[src/rtl/eco_equiv_sweeper_pkg.sv]
// Shared types and default sizes for the ECO equivalence sweeper.
package eco_sweep_pkg;

    typedef enum logic [1:0] {
        ST_IDLE   = 2'd0,
        ST_SETTLE = 2'd1,
        ST_CHECK  = 2'd2,
        ST_DONE   = 2'd3
    } state_e;

    localparam int W_DEF      = 4;
    localparam int SETTLE_DEF = 2;
    localparam int CNT_W_DEF  = 9;

endpackage

[src/rtl/eco_equiv_sweeper_if.sv]
// Operand/result and status bundle between the sweeper and the bench environment.
interface eco_equiv_sweeper_if #(
    parameter int W     = 4,
    parameter int CNT_W = 9
);
    logic             start;
    logic [W-1:0]     a_out;
    logic [W-1:0]     b_out;
    logic [W-1:0]     y_dut;
    logic [W-1:0]     y_ref;
    logic             busy;
    logic             done;
    logic             pass;
    logic [CNT_W-1:0] mismatch_cnt;
    logic             fail_valid;
    logic [W-1:0]     fail_a;
    logic [W-1:0]     fail_b;
    logic [W-1:0]     fail_xor;

    modport master (
        input  start, y_dut, y_ref,
        output a_out, b_out, busy, done, pass, mismatch_cnt,
               fail_valid, fail_a, fail_b, fail_xor
    );

    modport slave (
        output start, y_dut, y_ref,
        input  a_out, b_out, busy, done, pass, mismatch_cnt,
               fail_valid, fail_a, fail_b, fail_xor
    );
endinterface

[src/rtl/eco_equiv_sweeper.sv]
// Walks every {a,b} vector through the reference and post-ECO netlists,
// counting mismatches and latching the first failing vector.
module eco_equiv_sweeper
    import eco_sweep_pkg::*;
#(
    parameter int W      = W_DEF,
    parameter int SETTLE = SETTLE_DEF,
    parameter int CNT_W  = CNT_W_DEF
) (
    input  logic                  clk,
    input  logic                  rst_n,
    eco_equiv_sweeper_if.master   bus
);

    localparam logic [3:0]     SETTLE_LAST = 4'(SETTLE - 1);
    localparam logic [2*W-1:0] VEC_LAST    = '1;

    state_e           state_q, state_d;
    logic [2*W-1:0]   vec_q, vec_d;
    logic [3:0]       scnt_q, scnt_d;
    logic [CNT_W-1:0] cnt_q, cnt_d;
    logic             fv_q, fv_d;
    logic [W-1:0]     fa_q, fa_d;
    logic [W-1:0]     fb_q, fb_d;
    logic [W-1:0]     fx_q, fx_d;
    logic             pass_q, pass_d;
    logic             mismatch;

    function automatic logic [CNT_W-1:0] sat_inc(input logic [CNT_W-1:0] c);
        return (c == '1) ? c : c + 1'b1;
    endfunction

    assign mismatch = (bus.y_dut != bus.y_ref);

    always_ff @(posedge clk) begin
        if (!rst_n) state_q <= ST_IDLE;
        else        state_q <= state_d;
    end

    always_comb begin
        state_d = state_q;
        unique case (state_q)
            ST_IDLE, ST_DONE: if (bus.start) state_d = ST_SETTLE;
            ST_SETTLE:        if (scnt_q == SETTLE_LAST) state_d = ST_CHECK;
            ST_CHECK:         state_d = (vec_q == VEC_LAST) ? ST_DONE : ST_SETTLE;
            default:          state_d = ST_IDLE;
        endcase
    end

    always_comb begin
        bus.busy = (state_q == ST_SETTLE) || (state_q == ST_CHECK);
        bus.done = (state_q == ST_DONE);
    end

    always_comb begin
        vec_d  = vec_q;
        scnt_d = scnt_q;
        cnt_d  = cnt_q;
        fv_d   = fv_q;
        fa_d   = fa_q;
        fb_d   = fb_q;
        fx_d   = fx_q;
        pass_d = pass_q;
        unique case (state_q)
            ST_IDLE, ST_DONE: begin
                if (bus.start) begin
                    vec_d  = '0;
                    scnt_d = '0;
                    cnt_d  = '0;
                    fv_d   = 1'b0;
                    fa_d   = '0;
                    fb_d   = '0;
                    fx_d   = '0;
                    pass_d = 1'b0;
                end
            end
            ST_SETTLE: begin
                scnt_d = (scnt_q == SETTLE_LAST) ? 4'd0 : scnt_q + 4'd1;
            end
            ST_CHECK: begin
                if (mismatch) begin
                    cnt_d = sat_inc(cnt_q);
                    if (!fv_q) begin
                        fv_d = 1'b1;
                        fa_d = vec_q[2*W-1:W];
                        fb_d = vec_q[W-1:0];
                        fx_d = bus.y_dut ^ bus.y_ref;
                    end
                end
                // Last vector ends the sweep; pass must see this cycle's mismatch too.
                if (vec_q == VEC_LAST) pass_d = (cnt_d == '0);
                else                   vec_d  = vec_q + 1'b1;
            end
            default: ;
        endcase
    end

    always_ff @(posedge clk) begin
        if (!rst_n) begin
            vec_q  <= '0;
            scnt_q <= '0;
            cnt_q  <= '0;
            fv_q   <= 1'b0;
            fa_q   <= '0;
            fb_q   <= '0;
            fx_q   <= '0;
            pass_q <= 1'b0;
        end else begin
            vec_q  <= vec_d;
            scnt_q <= scnt_d;
            cnt_q  <= cnt_d;
            fv_q   <= fv_d;
            fa_q   <= fa_d;
            fb_q   <= fb_d;
            fx_q   <= fx_d;
            pass_q <= pass_d;
        end
    end

    assign bus.a_out        = vec_q[2*W-1:W];
    assign bus.b_out        = vec_q[W-1:0];
    assign bus.mismatch_cnt = cnt_q;
    assign bus.fail_valid   = fv_q;
    assign bus.fail_a       = fa_q;
    assign bus.fail_b       = fb_q;
    assign bus.fail_xor     = fx_q;
    assign bus.pass         = pass_q;

endmodule
[src/flat_wrapper.sv]
// flat-port wrapper written by rule: the top's interface ports become plain ports
module eco_equiv_sweeper_flat import eco_sweep_pkg::*;
#(
    parameter int W      = W_DEF,
    parameter int SETTLE = SETTLE_DEF,
    parameter int CNT_W  = CNT_W_DEF
)
  (clk, rst_n, bus_start, bus_y_dut, bus_y_ref, bus_a_out, bus_b_out, bus_busy, bus_done, bus_pass, bus_mismatch_cnt, bus_fail_valid, bus_fail_a, bus_fail_b, bus_fail_xor);
  eco_equiv_sweeper_if #(.W(W), .CNT_W(CNT_W)) bus_i ();
  input  logic clk;
  input  logic rst_n;
  input wire logic [$bits(bus_i.start)-1:0] bus_start;
  input wire logic [$bits(bus_i.y_dut)-1:0] bus_y_dut;
  input wire logic [$bits(bus_i.y_ref)-1:0] bus_y_ref;
  output wire logic [$bits(bus_i.a_out)-1:0] bus_a_out;
  output wire logic [$bits(bus_i.b_out)-1:0] bus_b_out;
  output wire logic [$bits(bus_i.busy)-1:0] bus_busy;
  output wire logic [$bits(bus_i.done)-1:0] bus_done;
  output wire logic [$bits(bus_i.pass)-1:0] bus_pass;
  output wire logic [$bits(bus_i.mismatch_cnt)-1:0] bus_mismatch_cnt;
  output wire logic [$bits(bus_i.fail_valid)-1:0] bus_fail_valid;
  output wire logic [$bits(bus_i.fail_a)-1:0] bus_fail_a;
  output wire logic [$bits(bus_i.fail_b)-1:0] bus_fail_b;
  output wire logic [$bits(bus_i.fail_xor)-1:0] bus_fail_xor;
  assign bus_i.start = bus_start;
  assign bus_i.y_dut = bus_y_dut;
  assign bus_i.y_ref = bus_y_ref;
  assign bus_a_out = bus_i.a_out;
  assign bus_b_out = bus_i.b_out;
  assign bus_busy = bus_i.busy;
  assign bus_done = bus_i.done;
  assign bus_pass = bus_i.pass;
  assign bus_mismatch_cnt = bus_i.mismatch_cnt;
  assign bus_fail_valid = bus_i.fail_valid;
  assign bus_fail_a = bus_i.fail_a;
  assign bus_fail_b = bus_i.fail_b;
  assign bus_fail_xor = bus_i.fail_xor;
  eco_equiv_sweeper #(.W(W), .SETTLE(SETTLE), .CNT_W(CNT_W)) u_core (.clk(clk), .rst_n(rst_n), .bus(bus_i));
endmodule
[config.mk]
export PLATFORM = sky130hd
export DESIGN_NAME = eco_equiv_sweeper_flat
export DESIGN_NICKNAME = d
export VERILOG_FILES = /design/src/rtl/eco_equiv_sweeper_pkg.sv /design/src/rtl/eco_equiv_sweeper_if.sv /design/src/rtl/eco_equiv_sweeper.sv /design/src/flat_wrapper.sv
export SDC_FILE = /design/constraint.sdc
export NUM_CORES = 1
export LEC_CHECK = 0
export CORE_UTILIZATION = 40
export DETAILED_ROUTE_END_ITERATION = 8
export PLACE_DENSITY_LB_ADDON = 0.25
export SYNTH_ARGS = -nofsm -noshare
export SYNTH_HDL_FRONTEND = slang
export SYNTH_SLANG_ARGS = --single-unit
[constraint.sdc]
create_clock -name clk -period 4.6 [get_ports clk]
set_input_delay 0.46 -clock clk [delete_from_list [all_inputs] [get_ports clk]]
set_output_delay 0.46 -clock clk [all_outputs]
set_load 0.01 [all_outputs]
Yosys cells after proc, flatten, opt, wreduce, memory -nomap -nowiden:

Index checks and enable logic that the tools add are counted.

* flip-flop bits (word level): 37
* bits of input ports: 11
* output and inout bits: 33
* word-level logic and storage cells: 68

* $add $sub $neg: 3
* equal/unequal tests: 13
* muxes and demuxes: 29
* bitwise gates (word level): 1
* reduce and logical (&&, ||, !) cells: 13

Operator list (number)
* $mux W9: 4
* $mux W4: 8
* $pmux W4 S2: 4
* $pmux W9 S2: 1
* $mux W8: 2
* $pmux W8 S2: 1
* $ne A2 B2 Y1 const B: 5
* $add A9 B1 Y9 const B: 1
* $eq A9 B9 Y1 const B: 1
* $logic_not A9 Y1: 1
* $reduce_and A3 Y1: 3
* $add A8 B1 Y8 const B: 1
* $eq A8 B8 Y1 const B: 1
* $mux W2: 3
* $pmux W2 S3: 1
* $reduce_and A2 Y1: 3
* $add A4 B1 Y4 const B: 1
* $eq A2 B2 Y1 const B: 2
* $eq A4 B1 Y1 const B: 1
* $ne A4 B4 Y1: 1
* $pmux W1 S2: 2
* $reduce_and A4 Y1: 1
* $reduce_bool A2 Y1: 2
* $xor A4 B4 Y4: 1
* other kinds (6): 8

Longest topological paths before layout:

* word-level depth: 7
* mapped depth: 8
* depth with buffers taken out: 7

Worst setup path after synthesis:

OpenSTA, ideal clock, no wires.

* kind: input port to flip-flop
* from: input bus_y_ref[1]
* to: register u_core.pass_q (netlist: u_core.bus.pass)
* setup time: 0.096 ns
* arrival time: 1.951 ns
* data required time: 4.504 ns
* path slack: 2.554 ns
* stages on the path: 6
* buffers on the path: 1
* cells stage by stage: xor2_1 > or4_4 > buf_6 > mux2_2 > o221ai_1 > o41ai_2

* word-level cells in the longest chain between the ends: 6

RTL lines
* start, declared: RTL line flat_wrapper.sv:14 `input wire logic [$bits(bus_i.y_ref)-1:0] bus_y_ref;`
* $ne A4 B4 Y1: RTL line eco_equiv_sweeper.sv:33 `assign mismatch = (bus.y_dut != bus.y_ref);`
* $mux W9: RTL line eco_equiv_sweeper.sv:81 `if (mismatch) begin`
* $mux W9: RTL line eco_equiv_sweeper.sv:64 `unique case (state_q)`
* $logic_not A9 Y1: RTL line eco_equiv_sweeper.sv:91 `if (vec_q == VEC_LAST) pass_d = (cnt_d == '0);`
* $mux W1: RTL line eco_equiv_sweeper.sv:91
* $pmux W1 S2: RTL line eco_equiv_sweeper.sv:64
* end signal, assigned: RTL line eco_equiv_sweeper.sv:116 `pass_q <= pass_d;`
* end, declared: RTL line eco_equiv_sweeper.sv:26 `logic pass_q, pass_d;`

Every way passes these cells. The select of a mux whose other input is x is not followed.
A chain may end at the register's enable or synchronous reset.

Worst setup path in the final report:

* from: register u_core.state_q[0]
* to: register u_core.vec_q[7]

* word-level cells in the longest chain between the ends: 4
* elaborated cells on any way between the ends: 9
* classes of those cells: eq/ne: 4; mux: 1; reduce/logical: 4

RTL lines
* start, declared: RTL line eco_equiv_sweeper.sv:18 `state_e state_q, state_d;`
* start signal, assigned: RTL line eco_equiv_sweeper.sv:37 `else state_q <= state_d;`
* $eq A2 B2 Y1 or $logic_not A2 Y1 (tied branches): RTL line eco_equiv_sweeper.sv:64
* $reduce_or A2 Y1: RTL line eco_equiv_sweeper.sv:64
* $ne A2 B2 Y1 (no line) or $reduce_bool A2 Y1 (tied branches)
* $reduce_and A3 Y1 (no line)
* end signal, assigned: RTL line eco_equiv_sweeper.sv:109 `vec_q <= vec_d;`
* end, declared: RTL line eco_equiv_sweeper.sv:19 `logic [2*W-1:0] vec_q, vec_d;`

Several ways; a longest one is shown, not always the timed one.

==> out/metrics.yaml <==
run_status: "finished, final reports clean"
ctsRootBufferMaster: "sky130_fd_sc_hd__clkbuf_8"
routed_length_per_instance_um: 14.3
synth_fp_nets: 270
gpl.final_weighted_congestion: 0.826
post_cts.repair.setup_buffers: 0
layout-drive-gt1-share: 0.0526
port_buffers: 43
post_route_clock_skew_ns: 0.0116
rows: 25
max_freq_mhz: 375
synth-edff-count: 0
comb_power_share: 0.238
worstHoldPathType: "flip-flop to flip-flop"
clk_pin_slew_ns: 0.08
layout_worst_path_cycle_share: 0.580
netlist_top_cells_area: "sky130_fd_sc_hd__dfxtp_1 (36%), sky130_fd_sc_hd__a21oi_1 (6.9%), sky130_fd_sc_hd__o21ai_0 (5.4%), sky130_fd_sc_hd__ha_1 (4.9%), sky130_fd_sc_hd__nand4_1 (4.9%)"
startpoint_type: "flip-flop"
first_iter_violations: 202
grt_start_max_net_pins: 29
yosys.area_share.simple: 0.241
synthesis.area_mm2: 0.00205
place_area_mm2: 0.00248
power.total_mw: 0.905
critical_path_class: "flip-flop to flip-flop"
h-tree-depth: 2
clkPwrFrac: 0.385
intPower_mw: 0.620
timing_worst_slew_pin_value_ns: 0.972
synthMuxAreaShare: 0.0275
synthArstFlopShare: 0
yosys.area_share.xor_xnor: 0.0471
drc: 0
max-cap-violations: 0
drt-pass1-iter-count: 5
timing.final.hold_violations: 0
pin_count: 44
combinational_family_with_the_most_area_after_synthesis: "simple AND/OR/NAND/NOR gates"
detailed_place_hpwl_mm: 3.51
clk_latency_worst_skew_pair_ns: 0.30
finalMaxSlewViolations: 0
cp_max_fo: 23
count_of_hold_fix_buffers_inserted_at_cts: 0
layout.core_utilization: 0.544
detailroute.via_count: 1981
synth_seq_area_share: 0.362
floorplan.initialDensity: 0.425
finalInstanceArea_mm2: 0.00262
ys_ff_latch: 37
power.share.switching: 0.315
post-synth-top-area-cell: "sky130_fd_sc_hd__dfxtp_1"
synthFlopType: "sky130_fd_sc_hd__dfxtp_1"
detail_route.wirelength_mm: 5.04
synth_compound_gate_area_share: 0.217
clk_sink_count: 37
cts_buffers: 5
net-switching-power_mw: 0.285
grt_pass1_wl_mm: 8.38
dp_slack_ns: 1.87
die-width_um: 73.5
final.setup.worst_slack_ns: 1.93
fp.coreArea_mm2: 0.00482
synth_cell_types: 48
synthMostInstantiatedCell: "sky130_fd_sc_hd__dfxtp_1"
synthAdderAreaFrac: 0.0489
yosysWarningCount: 0
worst_slew_margin_rel: 0.334
global_route.overflow_total: 0
total_leakage_power_nw: 0.923
timing.critical_path.required_ns: 4.77
fin_nets: 303
antenna_found_initial: 0
tritoncts: "built"
power.density_cell_area_mw_per_mm2: 346
max-clock-path-buffers: 2
number_of_global_route_vias_before_repair: 1789
antenna_violating_nets_post_route: 0
synth.top_cells.by_count: "sky130_fd_sc_hd__dfxtp_1 (37), sky130_fd_sc_hd__a21oi_1 (28), sky130_fd_sc_hd__o21ai_0 (22), sky130_fd_sc_hd__nor2_1 (18), sky130_fd_sc_hd__nand4_1 (16)"
dieArea_mm2: 0.00540
syn_avg_cell_area_um2: 8.15
final-setup-viol-count: 0
layout_min_cycle_time_ns: 2.67
p_seq_frac: 0.377
post_synth_inst_count: 251
post_cts.resized_instances: 0
irDropWorstVdd_uv: 176
arrival_ns: 2.83
syn2layout_area_growth_pct: 28.0
grt_use_total: 0.199
crit_path_end_kind: "flip-flop"
die_height_um: 73.5
top_cell_type_s_share_of_synthesized_area: 0.362
diodes: 0
totalNegativeSetupSlack_ns: 0
grt_setup_unrepaired: "no"
drt-vias-per-instance: 5.63
## power by group through the flow
stage               sequential (mW)  clock, mW  combinational, mW
floorplan                     0.348          0              0.154
CTS                           0.342      0.351              0.214
finish                        0.342      0.348              0.215
global route                  0.344      0.364              0.244
detailed placement            0.349          0              0.212
global placement              0.350          0              0.210
## stage by stage
stage,std cells,hold WS [ns]
after floorplan,251,0.476
after global placement,344,0.458
after detailed placement,344,0.467
after CTS,352,0.477
after global routing,352,0.507
final,352,0.476
## critical path, stage by stage (launching register included)
cell                      delay, ns
sky130_fd_sc_hd__dfxtp_1       0.35
sky130_fd_sc_hd__inv_1         0.07
sky130_fd_sc_hd__ha_1          0.66
sky130_fd_sc_hd__mux2i_1       0.53
sky130_fd_sc_hd__a41o_1        0.40
sky130_fd_sc_hd__nor4_1        0.32
sky130_fd_sc_hd__xnor2_1       0.16
sky130_fd_sc_hd__nor2_1        0.05
## per-layer routing
| metal | wire, um | up-vias | part of all wire | global-route usage |
|---|---|---|---|---|
| li1 | - | 991 | - | - |
| met1 | 2510 | 920 | 0.50 | 0.278 |
| met2 | 2170 | 63 | 0.43 | 0.308 |
| met3 | 299 | 7 | 0.059 | 0.0329 |
| met4 | 71 | 0 | 0.014 | 0.0705 |
| met5 | 0 | - | 0 | 0 |
## registers in the layout (all words and copies together), names as in the netlist
| name | count |
|---|---|
| u_core.bus.mismatch_cnt | 9 |
| u_core.vec_q | 8 |
| u_core.bus.fail_a | 4 |
| u_core.bus.fail_b | 4 |
| u_core.bus.fail_xor | 4 |
| u_core.scnt_q | 4 |
| u_core.state_q | 2 |
| u_core.bus.fail_valid | 1 |
| u_core.bus.pass | 1 |
## cells in the final DEF (no fill, tap or decap), types with 5 or more instances in the layout
| cell type | n |
|---|---|
| sky130_fd_sc_hd__nand3_1 | 10 |
| sky130_fd_sc_hd__clkbuf_8 | 5 |
| sky130_fd_sc_hd__nor2_1 | 18 |
| sky130_fd_sc_hd__and3_1 | 8 |
| sky130_fd_sc_hd__inv_1 | 9 |
| sky130_fd_sc_hd__o21ai_0 | 22 |
| sky130_fd_sc_hd__nand2_1 | 13 |
| sky130_fd_sc_hd__ha_1 | 8 |
| sky130_fd_sc_hd__xor2_1 | 6 |
| sky130_fd_sc_hd__dfxtp_1 | 37 |
| sky130_fd_sc_hd__nor3_1 | 6 |
| sky130_fd_sc_hd__a21oi_1 | 28 |
| sky130_fd_sc_hd__nand4_1 | 16 |
| sky130_fd_sc_hd__clkdlybuf4s50_1 | 43 |
| sky130_fd_sc_hd__xnor2_1 | 5 |
## cell type report
cell class | count | area [um2]
clock inverter | 3 | 68.8
sequential | 37 | 741
clock buffer | 5 | 68.8
tap | 67 | 83.8
timing repair buffer | 43 | 430
multi-input combinational | 187 | 1190
fill | 470 | 2200
inverter | 10 | 37.5
## kinds of logic (layout without fill, tap and decap cells)
family	count (synthesis)	count (layout)
buffers and inverters	27	61
xor gates and xnor gates	11	11
and+or+nand+nor	90	90
muxes	5	5
AOI/OAI and AO/OA	73	73
adders and majority gates	8	8
DFF	37	37
## final timing paths
kind                                                          start  slack (ns)  cells past startpoint                                   to
worst max-delay path                 u_core.state_q[0]$_SDFFE_PN0P_        1.93                      7         u_core.vec_q[7]$_SDFFE_PN0P_
worst min-delay path            u_core.bus.fail_xor[1]$_SDFFE_PN0P_        0.48                      2  u_core.bus.fail_xor[1]$_SDFFE_PN0P_
worst max register to register       u_core.state_q[0]$_SDFFE_PN0P_        1.93                      7         u_core.vec_q[7]$_SDFFE_PN0P_
worst min register to register  u_core.bus.fail_xor[1]$_SDFFE_PN0P_        0.48                      2  u_core.bus.fail_xor[1]$_SDFFE_PN0P_
Note: power is estimated with default switching activity, not from simulation.
